## src/rtl/vector_pkg.sv

```systemverilog
// Shared definitions for the vector display-list player.
// Opcodes, entry field positions, command classes and FSM states.
package vector_pkg;

  localparam logic [3:0] OP_NOP    = 4'h0;
  localparam logic [3:0] OP_JUMP   = 4'h1;
  localparam logic [3:0] OP_DRAW   = 4'h2;
  localparam logic [3:0] OP_TRAVEL = 4'h3;
  localparam logic [3:0] OP_SHIFT  = 4'h4;
  localparam logic [3:0] OP_END    = 4'h5;
  localparam logic [3:0] OP_HALT   = 4'hF;

  localparam int OPC_HI = 31;
  localparam int OPC_LO = 28;
  localparam int PRM_HI = 27;
  localparam int PRM_LO = 24;
  localparam int Y_HI   = 23;
  localparam int Y_LO   = 12;
  localparam int X_HI   = 11;
  localparam int X_LO   = 0;

  typedef enum logic [2:0] {
    S_IDLE,
    S_FETCH,
    S_WAIT,
    S_DECODE,
    S_ISSUE,
    S_FRAME_WAIT
  } state_e;

  typedef enum logic [2:0] {
    C_NOP,
    C_JUMP,
    C_DRAW,
    C_TRAVEL,
    C_SHIFT,
    C_END,
    C_HALT,
    C_BAD
  } cls_e;

  typedef struct packed {
    cls_e        cls;
    logic [3:0]  prm;
    logic [11:0] y;
    logic [11:0] x;
  } entry_t;

  typedef struct packed {
    cls_e        cls;
    logic [11:0] y;
    logic [11:0] x;
  } cmd_t;

endpackage

```

## src/rtl/vector_entry_decode.sv

```systemverilog
// Combinational split of a display-list entry into
// command class, parameter and coordinates.
module vector_entry_decode
  import vector_pkg::*;
(
  input  logic [31:0] entry_i,
  output entry_t      dec_o
);

  logic [3:0] op;

  assign op = entry_i[OPC_HI:OPC_LO];

  always_comb begin
    dec_o     = '0;
    dec_o.prm = entry_i[PRM_HI:PRM_LO];
    dec_o.y   = entry_i[Y_HI:Y_LO];
    dec_o.x   = entry_i[X_HI:X_LO];
    unique case (1'b1)
      op == OP_NOP:    dec_o.cls = C_NOP;
      op == OP_JUMP:   dec_o.cls = C_JUMP;
      op == OP_DRAW:   dec_o.cls = C_DRAW;
      op == OP_TRAVEL: dec_o.cls = C_TRAVEL;
      op == OP_SHIFT:  dec_o.cls = C_SHIFT;
      op == OP_END:    dec_o.cls = C_END;
      op == OP_HALT:   dec_o.cls = C_HALT;
      default:         dec_o.cls = C_BAD;
    endcase
  end

endmodule

```

## src/rtl/vector_list_player.sv

```systemverilog
// Display-list player feeding jump/draw commands to the vector control block.
// Optional completed-frame counter: VECTOR_LIST_FRAME_STATS_EN.
module vector_list_player #(
  parameter int                ADDR_W     = 10,
  parameter logic [ADDR_W-1:0] START_ADDR = '0
) (
  input  logic              clk,
  input  logic              reset_n,
  input  logic              start,
  input  logic              stop,
  input  logic              frame_tick,
  output logic [ADDR_W-1:0] mem_addr,
  output logic              mem_rd,
  input  logic [31:0]       mem_data,
  input  logic              ready,
  output logic              jump,
  output logic              draw,
  output logic              travel,
  output logic [11:0]       x,
  output logic [11:0]       y,
  output logic [3:0]        shift,
  output logic              busy,
  output logic              error,
  output logic [15:0]       frame_count
);

  import vector_pkg::*;

  state_e            state_q, state_d;
  logic [ADDR_W-1:0] ptr_q, ptr_d;
  logic [ADDR_W-1:0] addr_q, addr_d;
  cmd_t              cmd_q, cmd_d;
  logic [11:0]       x_q, x_d;
  logic [11:0]       y_q, y_d;
  logic [3:0]        sh_q, sh_d;
  logic              trv_q, trv_d;
  logic              jmp_q, jmp_d;
  logic              drw_q, drw_d;
  logic              err_q, err_d;
  logic              rd_q, rd_d;
  logic              tick_q, tick_d;
  logic              stp_q, stp_d;
  logic              stop_now;
  logic              last;
  entry_t            dec;

  vector_entry_decode u_dec (
    .entry_i (mem_data),
    .dec_o   (dec)
  );

  assign stop_now = stop | stp_q;
  assign last     = &ptr_q;

  always_comb begin
    state_d = state_q;
    ptr_d   = ptr_q;
    addr_d  = addr_q;
    cmd_d   = cmd_q;
    x_d     = x_q;
    y_d     = y_q;
    sh_d    = sh_q;
    trv_d   = trv_q;
    err_d   = err_q;
    jmp_d   = 1'b0;
    drw_d   = 1'b0;
    rd_d    = 1'b0;
    tick_d  = tick_q | frame_tick;
    stp_d   = stp_q | stop;
    unique case (state_q)
      S_IDLE: begin
        tick_d = 1'b0;
        stp_d  = 1'b0;
        if (start && !stop) begin
          state_d = S_FETCH;
          ptr_d   = START_ADDR;
          err_d   = 1'b0;
        end
      end
      S_FETCH: begin
        if (stop_now) begin
          state_d = S_IDLE;
        end else begin
          rd_d    = 1'b1;
          addr_d  = ptr_q;
          state_d = S_WAIT;
        end
      end
      S_WAIT: state_d = S_DECODE;
      S_DECODE: begin
        cmd_d = '{cls: dec.cls, y: dec.y, x: dec.x};
        if (dec.cls == C_HALT) begin
          state_d = S_IDLE;
        end else if (dec.cls == C_END || last) begin
          // the last slot can never fall through, so it ends the frame
          state_d = S_FRAME_WAIT;
          if (dec.cls != C_END) err_d = 1'b1;
        end else begin
          unique case (dec.cls)
            C_JUMP, C_DRAW, C_TRAVEL: begin
              state_d = S_ISSUE;
            end
            C_SHIFT: begin
              sh_d    = dec.prm;
              ptr_d   = ptr_q + ADDR_W'(1);
              state_d = S_FETCH;
            end
            C_BAD: begin
              err_d   = 1'b1;
              ptr_d   = ptr_q + ADDR_W'(1);
              state_d = S_FETCH;
            end
            default: begin
              ptr_d   = ptr_q + ADDR_W'(1);
              state_d = S_FETCH;
            end
          endcase
        end
      end
      S_ISSUE: begin
        if (ready) begin
          jmp_d   = cmd_q.cls == C_JUMP;
          drw_d   = cmd_q.cls != C_JUMP;
          trv_d   = cmd_q.cls == C_TRAVEL;
          x_d     = cmd_q.x;
          y_d     = cmd_q.y;
          ptr_d   = ptr_q + ADDR_W'(1);
          state_d = S_FETCH;
        end
      end
      S_FRAME_WAIT: begin
        if (stop_now) begin
          state_d = S_IDLE;
        end else if (tick_q) begin
          tick_d  = 1'b0;
          ptr_d   = START_ADDR;
          state_d = S_FETCH;
        end
      end
      default: state_d = S_IDLE;
    endcase
  end

  always_ff @(posedge clk or negedge reset_n) begin
    if (!reset_n) begin
      state_q <= S_IDLE;
      ptr_q   <= START_ADDR;
      addr_q  <= '0;
      cmd_q   <= '0;
      x_q     <= '0;
      y_q     <= '0;
      sh_q    <= '0;
      trv_q   <= 1'b0;
      jmp_q   <= 1'b0;
      drw_q   <= 1'b0;
      err_q   <= 1'b0;
      rd_q    <= 1'b0;
      tick_q  <= 1'b0;
      stp_q   <= 1'b0;
    end else begin
      state_q <= state_d;
      ptr_q   <= ptr_d;
      addr_q  <= addr_d;
      cmd_q   <= cmd_d;
      x_q     <= x_d;
      y_q     <= y_d;
      sh_q    <= sh_d;
      trv_q   <= trv_d;
      jmp_q   <= jmp_d;
      drw_q   <= drw_d;
      err_q   <= err_d;
      rd_q    <= rd_d;
      tick_q  <= tick_d;
      stp_q   <= stp_d;
    end
  end

`ifdef VECTOR_LIST_FRAME_STATS_EN
  logic [15:0] fc_q;
  logic        fc_inc;
  logic        fc_clr;

  assign fc_clr = state_q == S_IDLE && start && !stop;
  assign fc_inc = state_q == S_DECODE &&
                  (dec.cls == C_END ||
                   (last && dec.cls != C_HALT));

  always_ff @(posedge clk or negedge reset_n) begin
    if (!reset_n)    fc_q <= '0;
    else if (fc_clr) fc_q <= '0;
    else if (fc_inc) fc_q <= fc_q + 16'd1;
  end

  assign frame_count = fc_q;
`else
  assign frame_count = '0;
`endif

  assign mem_addr = addr_q;
  assign mem_rd   = rd_q;
  assign jump     = jmp_q;
  assign draw     = drw_q;
  assign travel   = trv_q;
  assign x        = x_q;
  assign y        = y_q;
  assign shift    = sh_q;
  assign busy     = state_q != S_IDLE;
  assign error    = err_q;

endmodule

```

## config.mk

```make
export PLATFORM = sky130hd
export DESIGN_NAME = vector_list_player
export DESIGN_NICKNAME = d
export VERILOG_FILES = /design/src/rtl/vector_pkg.sv /design/src/rtl/vector_entry_decode.sv /design/src/rtl/vector_list_player.sv
export SDC_FILE = /design/constraint.sdc
export NUM_CORES = 1
export LEC_CHECK = 0
export BUFFER_PORTS_ARGS = -buffer_cell sky130_fd_sc_hd__clkbuf_2
export CORE_MARGIN = 1
export CORE_UTILIZATION = 31
export CTS_CLUSTER_DIAMETER = 100
export DETAILED_ROUTE_END_ITERATION = 16
export SYNTH_ARGS = -nofsm -noshare
export SYNTH_HDL_FRONTEND = slang
export SYNTH_SLANG_ARGS = --single-unit
```

## constraint.sdc

```tcl
create_clock -name clk -period 2.4 [get_ports clk]
set_input_delay 0.12 -clock clk [delete_from_list [all_inputs] [get_ports clk]]
set_output_delay 0.12 -clock clk [all_outputs]
set_load 0.005 [all_outputs]
```

# After elaboration in Yosys (flattened, before gate mapping)
# Index checks and enable logic that the tools add are counted.
# Widths: inputs -> output; s select.
[totals]
regBits = 85
input_bits = 38
out_inout_bits = 60
elab_cells = 104
[classes]
n_addsub = 1
n_eq_ne = 32
mux = 34
bitwise = 5
reduce_logical = 16
[ops]
columns = ["operator", "count"]
rows = [
  ["$mux 10", 7],
  ["$pmux 10 s4", 1],
  ["$mux 3", 7],
  ["$pmux 3 s7", 1],
  ["$eq 3x3->1 const B", 6],
  ["$pmux 3 s6", 1],
  ["$eq 3x2->1 const B", 5],
  ["$mux 1", 14],
  ["$ne 2x2->1 const B", 7],
  ["$add 10x1->10 const B", 1],
  ["$reduce_and 10->1", 1],
  ["$eq 3x1->1 const B", 3],
  ["$ne 3x3->1 const B", 3],
  ["$eq 4x2->1 const B", 2],
  ["$eq 4x3->1 const B", 2],
  ["$reduce_and 8->1", 1],
  ["$reduce_and 5->1", 1],
  ["$eq 4x1->1 const B", 1],
  ["$eq 4x4->1 const B", 1],
  ["$logic_not 4->1", 1],
  ["$pmux 1 s2", 2],
  ["$reduce_and 2->1", 2],
  ["$reduce_and 4->1", 1],
  ["$reduce_bool 4->1", 1],
  ["other kinds (13)", 16],
]

# Depth between registers and ports, before layout
# Gate-level depths: netlist of run 1.
[depth]
word_depth = 8
ltp_mapped = 7
ltp_nobuf = 6

# Modules after synthesis
# From an unflattened synthesis of run 1, not the netlist that was laid out.
[unflattened]
cells_unflattened = 367
hier_area_um2 = 3905.0
[modules_own_cells]
columns = ["module", "n_inst", "cells_per_inst", "area_per_inst_um2", "seq_area_each_um2"]
rows = [
  ["vector_list_player", 1, 334, 3658.5, 2127.0],
  ["vector_entry_decode", 1, 33, 246.5, 0.0],
]

# Worst setup path before layout of run 1
# Ideal clock, no wire load.
[synth_timing]
path_type = "flip-flop to flip-flop"
from = "reg state_q[0]"
to = "reg ptr_q[8]"
arrival_ns = 1.626
t_required_ns = 2.267
setup_slack_ns = 0.641
path_stages_with_launch = 8
path_buffers = 2
cell_sequence = "dfrtp_1 -> clkbuf_1 -> and3b_1 -> clkbuf_1 -> a21oi_1 -> nor2_1 -> o31ai_1 -> o41ai_1"
[synth_via]
elab_chain_cells = 3
word_cells_on_any_way = 14
classes_between = "eq/ne: 10; mux: 1; reduce/logical: 3"
[synth_rtl]
columns = ["element", "line", "rtl"]
rows = [
  ["from (decl)", "vector_list_player.sv:29", "state_e state_q, state_d;"],
  ["from (signal assigned)", "vector_list_player.sv:161", "state_q <= state_d;"],
  ["$eq 3x2->1, or another cell as far along", "vector_list_player.sv:70", "unique case (state_q)"],
  ["$ne 2x2->1 (no line) or $reduce_bool 4->1 (tied branches)", "--", ""],
  ["$reduce_and 8->1 (no line)", "--", ""],
  ["to (signal assigned)", "vector_list_player.sv:162", "ptr_q <= ptr_d;"],
  ["to (decl)", "vector_list_player.sv:30", "logic [ADDR_W-1:0] ptr_q, ptr_d;"],
]
# Several ways; a longest one is shown, not always the timed one.
# A chain may end at the register's enable or synchronous reset.

# Final worst setup path of run 1
[layout_timing]
from = "reg ptr_q[3]"
to = "reg ptr_q[7]"
[layout_via]
elab_chain_cells = 5
word_cells_on_any_way = 10
classes_between = "add/sub: 1; eq/ne: 1; mux: 5; reduce/logical: 3"
[layout_rtl]
columns = ["element", "line", "rtl"]
rows = [
  ["$add 10x1->10", "--", ""],
  ["$mux 10", "--", ""],
  ["$mux 10", "vector_list_player.sv:94", "end else if (dec.cls == C_END || last) begin"],
  ["$mux 10", "vector_list_player.sv:92", "if (dec.cls == C_HALT) begin"],
  ["$pmux 10 s4", "vector_list_player.sv:70", ""],
]
# Several ways; a longest one is shown, not always the timed one. The select of a mux whose other input is x is not followed.

==> results.md, run 1 <==
- Routability-driven placement congestion ratio: between 0.9 and 1
- Unrepaired setup endpoints after global routing: false
- LEAKAGE: 2.43 nW
- Count of clock tree sinks: 85
- Number of enable-type register cells in the synthesized netlist: 0
- Dpl hpwl: around 5.6 mm
- Total detailed-routing wirelength: slightly above 8 mm
- Power density relative to cell area: a little over 1000 nW/um^2
- Worst relative slew slack: 0.586
- Via count of the first global-routing pass: around 2900
- CP startpoint kind: flip-flop
- Synth Register Bits: 85
- Setup violations, final: 0
- Post-layout utilization of the core: 0.416
- Max-cap violations: 0
- Crit Path Category: reg -> reg
- Worst EP required: 2.62 ns
- Commonest non-fill, non-tap cell in the layout: nand2_1
- Reg2reg setup slack: ~0.37 ns
- Commonest non-fill, non-tap cells in the layout: nand2_1 (86), dfrtp_1 (85), clkbuf_2 (80), mux2_2 (38), dlygate4sd3_1 (26)
- Post-synthesis area per instance: approximately 11 um^2
- Total count of max-transition violations in the final report: 0
- WP data arrival: about 2.3 ns
- Clock period minus worst slack: approximately 2.0 ns
- Global-route usage over all layers: 0.145
- Storage element area: between 2000 and 2500 um^2
- Final-layout setup total negative slack: 0 ns
- Antenna violations before repair: 0
- Number of nets in the layout: 493
- Most instantiated flip-flop cell in the synthesis netlist: dfrtp_1
- Wire per inst: ~14 um
- Total congestion overflow after global routing: 0
- Final WS setup: 0.365 ns
- Synthesized cell area: between 3000 and 4000 um^2
- Gate count after technology mapping: 345
- R2r worst-path depth: 5
- Measured slew at the worst slew-check pin: 0.622 ns
- Maximum clock rate: 0.491 GHz
- Number of different library cells in the post-synthesis netlist: 44
- Layout cells sized above 1: 0.325
- TritonCTS clock tree: yes
- Die Y-Extent: around 110 um
- Asr flop ratio synth: 1.00
- Floorplan die area: roughly 12000 um^2
- Setup Fix Bufs, Post-CTS: 0
- First-pass GRT wire length: roughly 14 mm
- Clock Path Buffers: 2
- Rows: 39
- Proportion of synthesized chip area in sequential cells: 0.571
- Non-Filler Instances: around 600
- DIE WIDTH: between 100 and 150 um
- Post-route DRC violation count: 3
- Min-Delay Path Depth: 2
- Number of antenna repair diodes: 0
- Final worst path period share: 0.848
- Fin. Hold Viols: 0
- Drt pass-1 iters: 12
- Critical-path maximum fanout: 13
- Syn-to-layout area delta: 29.1%
- Setup slack after placement: 0.386 ns
- CTS Root Cell: clkbuf_16
- Detailed-route via count: roughly 2800
- Post-DR vias/cell: between 4 and 5
- Synthesis Warnings: 0
- Path category of the worst min-delay check: in -> reg
- VDD IR max: 504 uV
- H-tree Lvls: 3
- DR iter-0 viols: 166
- Violated checks: design-rule violations
- Crit end category: flip-flop
- I/O Buffers: 81
- Antenna viol nets, final: 0
- Footprint of the multi-input gates: between 1000 and 1500 um^2
- Status: complete, but fails checks
- Tightest hold margin: ~0.016 ns
- Standard cell core area: approximately 12000 um^2
- Count of boundary I/O pins: 98
- Maximum number of pins on one net before global-route repair: 48
- Maximum clock skew at final layout: about 0.0070 ns
- Clock transition at the registers of the reported paths: 0.06 ns
- Cell total after placement: 560
- Clk_lat worst skew: 0.34 ns
- Fill count: around 1100
- Starting density of the core: 0.322
- Cts bufs inserted: 9
[Yosys cell counts (2+ instances only)]
cell type | n | area [um^2]
o211ai_1 | 5 | 37.5
nand4_1 | 3 | 18.8
buf_2 | 6 | 30.0
nand2_1 | 86 | 323
nor3_1 | 2 | 10.0
buf_4 | 16 | 120
nand2b_1 | 3 | 18.8
mux2_2 | 38 | 428
nor2_1 | 19 | 71.3
inv_1 | 7 | 26.3
a21oi_1 | 7 | 35.0
nand3_1 | 7 | 35.0
a21o_1 | 2 | 15.0
nand4b_1 | 2 | 17.5
nand3b_1 | 2 | 15.0
and2_1 | 2 | 12.5
o31ai_1 | 3 | 22.5
o21ai_0 | 14 | 70.1
nor4b_1 | 2 | 17.5
clkbuf_1 | 7 | 26.3
dfrtp_1 | 85 | 2130
o41ai_1 | 4 | 35.0
buf_1 | 2 | 7.51
[per-stage QoR]
step           cell area, um^2  power, W
2_1_floorplan             3780   0.00305
4_1_cts                   4810   0.00504
6_report                  4810   0.00496
5_1_grt                   4810   0.00533
3_5_place_dp              4250   0.00359
3_3_place_gp              4250   0.00354
[report_power, final]
group / switching, W / internal [W] / total (W)
sequential: 0.000290 / 0.00192 / 0.00221
clock: 0.000573 / 0.000809 / 0.00138
combinational: 0.000724 / 0.000643 / 0.00137
total: 0.00159 / 0.00337 / 0.00496
[sequential cells by signal, summed over array words and instances, names as in the netlist]
name / count
mem_rd: 1
cmd_q: 27
state_q: 3
mem_addr: 10
y: 12
tick_q: 1
travel: 1
draw: 1
shift: 4
ptr_q: 10
error: 1
jump: 1
x: 12
stp_q: 1
[final cells by class]
| cell class | count | share of cell area |
|---|---|---|
| repair buffers | 114 | 0.152 |
| inverters | 7 | 0.00546 |
| clock buffers | 9 | 0.0468 |
| clock inverters | 7 | 0.0156 |
| multi-input cells | 237 | 0.300 |
| flip-flops and latches | 85 | 0.442 |
| well taps | 143 | 0.0372 |
[layer usage]
layer	share of wire	global-route usage	vias up	wire length [um]
met5	0	0	-	0
li1	-	-	1366	-
met2	0.46	0.228	87	3770
met1	0.47	0.191	1384	3850
met3	0.056	0.0419	11	455
met4	0.013	0.0541	0	110
[repair_timing]
action                                  4_1_cts  5_1_grt
hold buffers                                 26        0
resized for setup                             0        0
endpoints found under the setup margin        0        0
hold endpoints to repair                     71        0
[cells by family after synthesis]
| logic type | after synthesis | synth area share |
|---|---|---|
| AOI/OAI and AO/OA | 47 | 0.0927 |
| xor gates and xnor gates | 1 | 0.00235 |
| adders and majority gates | 1 | 0.00336 |
| buffers and inverters | 38 | 0.0564 |
| DFF | 85 | 0.571 |
| muxes | 38 | 0.115 |
| other | 1 | 0.00101 |
| and+or+nand+nor | 134 | 0.158 |
[path summary, 6_finish.rpt]
check | from | endpoint
hold / removal | mem_data[24] | shift[0]$_DFFE_PN0P_
hold reg to reg | cmd_q[16]$_DFFE_PN0P_ | cmd_q[16]$_DFFE_PN0P_
setup / recovery | ptr_q[3]$_DFFE_PN0P_ | ptr_q[7]$_DFFE_PN0P_
max in group asynchronous | reset_n | draw$_DFF_PN0_
min in group asynchronous | reset_n | mem_rd$_DFF_PN0_
setup reg to reg | ptr_q[3]$_DFFE_PN0P_ | ptr_q[7]$_DFFE_PN0P_
[worst max-delay path, cell delays in order (launching register included)]
cell     delay (ns)
dfrtp_1        0.46
nand4_1        0.29
nor3_2         0.43
o21a_1         0.46
o32a_1         0.23
nand2_1        0.05
(Power assumes the default switching activity.)
==> run 2, diff against run 1 <==
ABC_AREA = 1   (was not set)
clock period = 2 ns   (was 2.4 ns; I/O delays follow)
==> results.md, run 2 <==
- Status: complete, but fails checks (unchanged)
- Violated checks: negative hold slack (was design-rule violations)
- TritonCTS clock tree: yes (unchanged)
- Unrepaired setup endpoints after global routing: false (unchanged)
- DIE WIDTH: 115 um (was 112 um)
- Dpl hpwl: 5.95 mm (was 5.58 mm)
- Cells along the critical path: ha_1, nand2_2, nor2_4, nand3_2, nand4_1, nand2_2, nand2_4, nand2_1, nand2_1 (was nand4_1, nor3_2, o21a_1, o32a_1, nand2_1)
- Global-route usage over all layers: 0.138 (was 0.145)
- Crit Path Category: reg -> reg (unchanged)
- CP startpoint kind: flip-flop (unchanged)
- Total congestion overflow after global routing: 0 (unchanged)
- Post-route DRC violation count: 0 (was 3)
- Cell type contributing the most total cell area after synthesis: dfrtp_1 (unchanged)
- Maximum number of pins on one net before global-route repair: 52 (was 48)
- Reg2reg setup slack: 0.20 ns (was 0.37 ns)
- Layout cells sized above 1: 0.262 (was 0.325)
- Via count of the first global-routing pass: 3039 (was 2858)
- H-tree Lvls: 3 (unchanged)
- Clock Path Buffers: 2 (unchanged)
- Max-cap violations: 0 (unchanged)
- Clock transition at the registers of the reported paths: 0.06 ns (about the same)
- Top-count cell post-synth: nand2_1 (unchanged)
- Maximum clock skew at final layout: 0.00559 ns (was 0.00698 ns)
- Most instantiated flip-flop cell in the synthesis netlist: dfrtp_1 (unchanged)
- Standard cell core area: 12300 um^2 (was 11600 um^2)
- R2r worst-path depth: 9 (was 5)
- Final-layout setup total negative slack: 0 ns (unchanged)
- Number of instances resized during post-cts repair: 0 (unchanged)
- I/O Buffers: 81 (unchanged)
- Critical path buffer and inverter count: 0 (unchanged)
- Largest cells by area after synthesis: dfrtp_1 (54%), nand2_1 (12%), o21ai_0 (5.8%), inv_1 (4.4%), buf_4 (3.2%) (was dfrtp_1 (57%), mux2_2 (11%), nand2_1 (8.7%), buf_4 (3.2%), nor2_1 (1.9%))
- Worst EP required: 2.22 ns (was 2.62 ns)
- Number of nets in the layout: 584 (was 493)
- Starting density of the core: 0.323 (was 0.322)
- Power density relative to cell area: 1300 nW/um^2 (was 1030 nW/um^2)
- Fin. Hold Viols: 1 (was 0)
- Wire per inst: 11.9 um (was 13.6 um)
- Count of clock tree sinks: 85 (unchanged)
- CTS Root Cell: clkbuf_16 (unchanged)
- Tightest hold margin: -0.000777 ns (was 0.0157 ns)
- Worst r2r src: ptr_q[0]$_DFFE_PN0P_ (was ptr_q[3]$_DFFE_PN0P_)
- Crit path capture: ptr_q[2]$_DFFE_PN0P_ (was ptr_q[7]$_DFFE_PN0P_)
- Measured slew at the worst slew-check pin: 0.721 ns (was 0.622 ns)
- Commonest non-fill, non-tap cells in the layout: nand2_1 (130), dfrtp_1 (85), clkbuf_2 (80), inv_1 (46), o21ai_0 (46) (was nand2_1 (86), dfrtp_1 (85), clkbuf_2 (80), mux2_2 (38), dlygate4sd3_1 (26))
- Cts bufs inserted: 9 (unchanged)
- WP data arrival: 2.02 ns (was 2.25 ns)
- Routability-driven placement congestion ratio: 0.861 (was 0.908)
- Synth Register Bits: 85 (unchanged)
- Final worst path period share: 0.898 (was 0.848)
- Proportion of synthesized chip area in sequential cells: 0.536 (was 0.571)
- Detailed-route via count: 3117 (was 2848)
- First-pass GRT wire length: 14.2 mm (about the same)
- Asr flop ratio synth: 1.00 (unchanged)
- Critical-path maximum fanout: 11 (was 13)
- Post-synthesis area per instance: 8.97 um^2 (was 10.8 um^2)
- Gate count after technology mapping: 442 (was 345)
- Terminus of the critical flop-to-flop path: ptr_q[2]$_DFFE_PN0P_ (was ptr_q[7]$_DFFE_PN0P_)
- Non-Filler Instances: 718 (was 602)
- Cell family contributing the most delay on the critical path: simple AND/OR/NAND/NOR gates (unchanged)
- Worst relative slew slack: 0.519 (was 0.586)
- Critical path's largest stage delay: 0.44 ns (was 0.46 ns)
- Total detailed-routing wirelength: 8.54 mm (was 8.19 mm)
- DR iter-0 viols: 247 (was 166)
- Path category of the worst min-delay check: in -> reg (unchanged)
- Clock period minus worst slack: 1.80 ns (was 2.03 ns)
- Cell total after placement: 681 (was 560)
- Timing startpoint of the critical path: ptr_q[0]$_DFFE_PN0P_ (was ptr_q[3]$_DFFE_PN0P_)
- Antenna viol nets, final: 0 (unchanged)
- Cell with the biggest individual delay on the critical path: dfrtp_1 (unchanged)
- Register with the most flip-flops: cmd_q (unchanged)
- Clk_lat worst skew: 0.33 ns (was 0.34 ns)
- Commonest non-fill, non-tap cell in the layout: nand2_1 (unchanged)
- Number of different library cells in the post-synthesis netlist: 33 (was 44)
- Antenna violations before repair: 0 (unchanged)
- Number of cells on the critical path: 9 (was 5)
- Floorplan die area: 13200 um^2 (was 12500 um^2)
- Post-layout utilization of the core: 0.407 (was 0.416)
- Setup violations, final: 0 (unchanged)
- Syn-to-layout area delta: 25.9% (was 29.1%)
- Most common library cells after synthesis: nand2_1 (130), dfrtp_1 (85), inv_1 (46), o21ai_0 (46), nor2_1 (24) (was nand2_1 (86), dfrtp_1 (85), mux2_2 (38))
- Post-DR vias/cell: 4.34 (was 4.73)
- Count of boundary I/O pins: 98 (unchanged)
- Synthesized cell area: 3970 um^2 (was 3720 um^2)
- Drt pass-1 iters: 5 (was 12)
- Portion of synthesized cell area occupied by the leading cell type: 0.536 (was 0.571)
- Synthesis Warnings: 0 (unchanged)
- VDD IR max: 402 uV (was 504 uV)
- Rows: 40 (was 39)
- Die Y-Extent: 115 um (was 112 um)
- Number of antenna repair diodes: 0 (unchanged)
- LEAKAGE: 2.52 nW (was 2.43 nW)
- Flip-flop count of the largest register, all copies and words added: 27 (unchanged)
- Crit end category: flip-flop (unchanged)
- Number of enable-type register cells in the synthesized netlist: 0 (unchanged)
- Maximum clock rate: 0.557 GHz (was 0.491 GHz)
- Total count of max-transition violations in the final report: 0 (unchanged)
run 2: cell types whose count changed after synthesis, sizes merged, moves of 5 or more:
cell and delta:
nand2 +52, o21ai +48, inv +46, mux2 -38, nand3 +18, nor2 +12
clkbuf -5, o211ai -5, o41ai -5
run 2: cells by family after synthesis:
group,count (synthesis),synth area share
XOR/XNOR,2,0.00442
buffers and inverters,82,0.107
AND/OR/NAND/NOR,202,0.254
adder cells (fa/ha/maj),1,0.00316
other,1,0.000946
flip-flops,85,0.536
AO/OA/AOI/OAI,69,0.0940
run 2: how the worst min path moves through the flow:
stage / from / endpoint / slack, ns / cells after the start
after floorplan: reset_n / cmd_q[0]$_DFFE_PN0P_ / -0.20 / 0
after global placement: reset_n / cmd_q[15]$_DFFE_PN0P_ / 0.13 / 1
after detailed placement: reset_n / cmd_q[15]$_DFFE_PN0P_ / 0.14 / 1
after CTS: mem_data[12] / cmd_q[12]$_DFFE_PN0P_ / 0.0001 / 3
after global routing: mem_data[2] / cmd_q[2]$_DFFE_PN0P_ / 0.02 / 3
final: mem_data[12] / cmd_q[12]$_DFFE_PN0P_ / -0.0008 / 3
run 2: repair_timing:
| item | 4_1_cts | 5_1_grt |
|---|---|---|
| setup endpoints to repair | 0 | 0 |
| setup buffers | 0 | 0 |
| hold buffers | 21 | 0 |
| endpoints found under the hold margin | 64 | 0 |
run 2: stage by stage:
step           setup slack, ns  hold WS, ns  area [um^2]  power (W)
3_5_place_dp             0.209        0.141         4460    0.00473
6_report                 0.204    -0.000777         4990    0.00650
5_1_grt                 0.0209       0.0204         4990    0.00702
2_1_floorplan            0.522       -0.196         4020    0.00408
3_3_place_gp             0.269        0.132         4460    0.00465
4_1_cts                  0.193     0.000118         4990    0.00660
run 2: area by class of cell:
cell class                      count  area [um^2]
Fill cell                        1203         7270
Sequential cell                    85         2130
Multi-Input combinational cell    290         1470
Timing Repair Buffer              106          661
Clock buffer                       11          243
Tap cell                          168          210
Inverter                           53          199
Clock inverter                      5         82.6
run 2: per-layer routing:
metal	up-vias	wire length, um	track usage
met4	0	112	0.0476
met2	107	3730	0.224
met5	-	0	0
li1	1560	-	-
met3	10	635	0.0369
met1	1440	4060	0.178
run 2: worst register-to-register path, stage by stage, from the launching register on:
cell     delay [ns]
dfrtp_1        0.44
ha_1           0.25
nand2_2        0.11
nor2_4         0.05
nand3_2        0.12
nand4_1        0.11
nand2_2        0.31
nand2_4        0.16
nand2_1        0.09
nand2_1        0.05
run 2: power breakdown:
group | total (W) | switching (W) | leakage, nW | internal [W]
logic | 0.00201 | 0.00123 | 1.29 | 0.000785
registers | 0.00269 | 0.000319 | 1.08 | 0.00237
clock network | 0.00180 | 0.000668 | 0.160 | 0.00113
==> run 3, diff against run 2 <==
--- a/config.mk
+++ b/config.mk
@@ -10,5 +10,6 @@
 export CORE_MARGIN = 1
-export CORE_UTILIZATION = 31
+export CORE_UTILIZATION = 50
 export CTS_CLUSTER_DIAMETER = 100
 export DETAILED_ROUTE_END_ITERATION = 16
+export PLACE_DENSITY = 0.76
 export SYNTH_ARGS = -nofsm -noshare
--- a/constraint.sdc
+++ b/constraint.sdc
@@ -3,2 +3,2 @@
 set_output_delay 0.1 -clock clk [all_outputs]
-set_load 0.005 [all_outputs]
+set_load 0.05 [all_outputs]
==> results.md, run 3 (same netlist as run 2, synthesis figures left out) <==
- Clock Path Buffers: 2 (unchanged)
- Dpl hpwl: 5.51 mm (was 5.95 mm)
- Standard cell core area: 7690 um^2 (was 12300 um^2)
- DR iter-0 viols: 145 (was 247)
- VDD IR max: 915 uV (was 402 uV)
- LEAKAGE: 2.47 nW (was 2.52 nW)
- Switching power summed over all nets: 0.00343 W (was 0.00221 W)
- TritonCTS clock tree: yes (unchanged)
- Layout cells sized above 1: 0.256 (was 0.262)
- Sequential share of power: 0.381 (was 0.414)
- DIE WIDTH: 91.1 um (was 115 um)
- Count of clock tree sinks: 85 (unchanged)
- Total detailed-routing wirelength: 8.43 mm (was 8.54 mm)
- Clock period minus worst slack: 1.82 ns (was 1.80 ns)
- Commonest non-fill, non-tap cells in the layout: nand2_1 (130), dfrtp_1 (85), clkbuf_2 (80), inv_1 (46), o21ai_0 (46) (unchanged)
- Crit Path Category: reg -> reg (unchanged)
- Max-cap violations: 0 (unchanged)
- Antenna viol nets, final: 0 (unchanged)
- Maximum number of pins on one net before global-route repair: 52 (unchanged)
- Wire per inst: 12.8 um (was 11.9 um)
- Path category of the worst min-delay check: in -> reg (unchanged)
- Antenna violations before repair: 0 (unchanged)
- Total congestion overflow after global routing: 0 (unchanged)
- Number of nets in the layout: 592 (was 584)
- Post-DR vias/cell: 4.82 (was 4.34)
- Setup violations, final: 0 (unchanged)
- Register with the most flip-flops: cmd_q (unchanged)
- Detailed-route via count: 3179 (was 3117)
- Tightest hold margin: 0.0601 ns (was -0.000777 ns)
- Power share of the combinational group: 0.464 (was 0.309)
- Maximum clock skew at final layout: 0.00966 ns (was 0.00559 ns)
- Unrepaired setup endpoints after global routing: false (unchanged)
- First-pass GRT wire length: 14.4 mm (was 14.2 mm)
- Clock transition at the registers of the reported paths: 0.08 ns (was 0.06 ns)
- Reg2reg setup slack: 0.18 ns (was 0.20 ns)
- Measured slew at the worst slew-check pin: 0.713 ns (was 0.721 ns)
- Critical-path maximum fanout: 11 (unchanged)
- Worst EP required: 2.24 ns (was 2.22 ns)
- Crit end category: flip-flop (unchanged)
- Clock network fraction of design power: 0.155 (was 0.277)
- Cell total after placement: 614 (was 681)
- Cts bufs inserted: 9 (unchanged)
- Fin. Hold Viols: 0 (was 1)
- CP startpoint kind: flip-flop (unchanged)
- Starting density of the core: 0.516 (was 0.323)
- Rows: 32 (was 40)
- Fill count: 649 (was 1203)
- CTS Root Cell: clkbuf_8 (was clkbuf_16)
- Internal power contribution: 0.00361 W (was 0.00429 W)
- Final worst path period share: 0.908 (was 0.898)
- Power density relative to cell area: 1460 nW/um^2 (was 1300 nW/um^2)
- Floorplan die area: 8290 um^2 (was 13200 um^2)
- Count of boundary I/O pins: 98 (unchanged)
- Worst relative slew slack: 0.524 (was 0.519)
- Routability-driven placement congestion ratio: 0.837 (was 0.861)
- Via count of the first global-routing pass: 3208 (was 3039)
- Fraction of power spent switching nets: 0.487 (was 0.340)
- WP data arrival: 2.06 ns (was 2.02 ns)
- Status: finished, final reports clean (was complete, but fails checks)
- H-tree Lvls: 3 (unchanged)
- Clk_lat worst skew: 0.36 ns (was 0.33 ns)
- Die Y-Extent: 91.1 um (was 115 um)
- Non-Filler Instances: 660 (was 718)
- Drt pass-1 iters: 4 (was 5)
- Maximum clock rate: 0.550 GHz (was 0.557 GHz)
- Post-route DRC violation count: 0 (unchanged)
- Setup Fix Bufs, Post-CTS: 0 (unchanged)
- I/O Buffers: 81 (unchanged)
- Flip-flop count of the largest register, all copies and words added: 27 (unchanged)
- Total count of max-transition violations in the final report: 0 (unchanged)
- Global-route usage over all layers: 0.219 (was 0.138)
- Commonest non-fill, non-tap cell in the layout: nand2_1 (unchanged)
- Syn-to-layout area delta: 21.7% (was 25.9%)
- Final-layout setup total negative slack: 0 ns (unchanged)
- Number of antenna repair diodes: 0 (unchanged)
-- run 3: changes by cell type in the layout (fill, tap and decap cells not counted) --
cell,delta
buf_12,-1
bufinv_16,-2
clkbuf_16,-9
clkbuf_8,+8
clkinvlp_4,+2
dlygate4sd3_1,+9
inv_6,+1
-- run 3: layout make-up --
| cell class | instances | area [um^2] | area share |
|---|---|---|---|
| sequential | 85 | 2130 | 0.441 |
| multi-input combinational | 290 | 1470 | 0.304 |
| clock buffer | 10 | 128 | 0.0264 |
| timing repair buffer | 114 | 731 | 0.151 |
| tap | 102 | 128 | 0.0264 |
| inverter | 53 | 199 | 0.0412 |
| clock inverter | 6 | 46.3 | 0.00959 |
-- run 3: what timing repair did --
action	in CTS	in global routing
gates resized for setup	0	0
hold buffers	30	0
endpoints found under the hold margin	68	0
-- run 3: power by group through the flow --
stage	logic, W	clock network, W	registers, W
final	0.00327	0.00109	0.00268
after global routing	0.00355	0.00119	0.00276
after CTS	0.00329	0.00112	0.00268
after detailed placement	0.00322	0	0.00271
after global placement	0.00316	0	0.00268
after floorplan	0.00149	0	0.00383
-- run 3: path summary, 6_finish.rpt --
kind | to | startpoint | cells after the start
worst min register to register | mem_addr[9]$_DFFE_PN0P_ | mem_addr[9]$_DFFE_PN0P_ | 2
min in group asynchronous | y[3]$_DFFE_PN0P_ | reset_n | 2
worst min-delay path | stp_q$_DFF_PN0_ | stop | 3
worst max register to register | ptr_q[1]$_DFFE_PN0P_ | ptr_q[0]$_DFFE_PN0P_ | 9
worst max-delay path | ptr_q[1]$_DFFE_PN0P_ | ptr_q[0]$_DFFE_PN0P_ | 9
max in group asynchronous | ptr_q[4]$_DFFE_PN0P_ | reset_n | 3
-- run 3: stage by stage --
step           utilization  cell area (um^2)  power [W]  setup WS [ns]
2_1_floorplan            -              4020    0.00532          0.522
3_3_place_gp         0.566              4350    0.00584          0.278
3_5_place_dp         0.566              4350    0.00594          0.218
4_1_cts              0.628              4830    0.00709          0.201
5_1_grt              0.628              4830    0.00749         0.0330
6_report             0.628              4830    0.00704          0.183
-- run 3: metal layers --
metal	up-vias	global-route usage	wire length (um)
li1	1576	-	-
met1	1504	0.292	3900
met2	86	0.355	3970
met3	13	0.0419	419
met4	0	0.0873	133
met5	-	0	0
-- run 3: worst max-delay path: stages (launching register included) --
cell     delay (ns)
dfrtp_1        0.45
ha_1           0.25
nand2_2        0.10
nor2_4         0.05
nand3_2        0.12
nand4_1        0.13
nand2_2        0.31
nand2_4        0.15
nand2_1        0.09
nand2_1        0.06
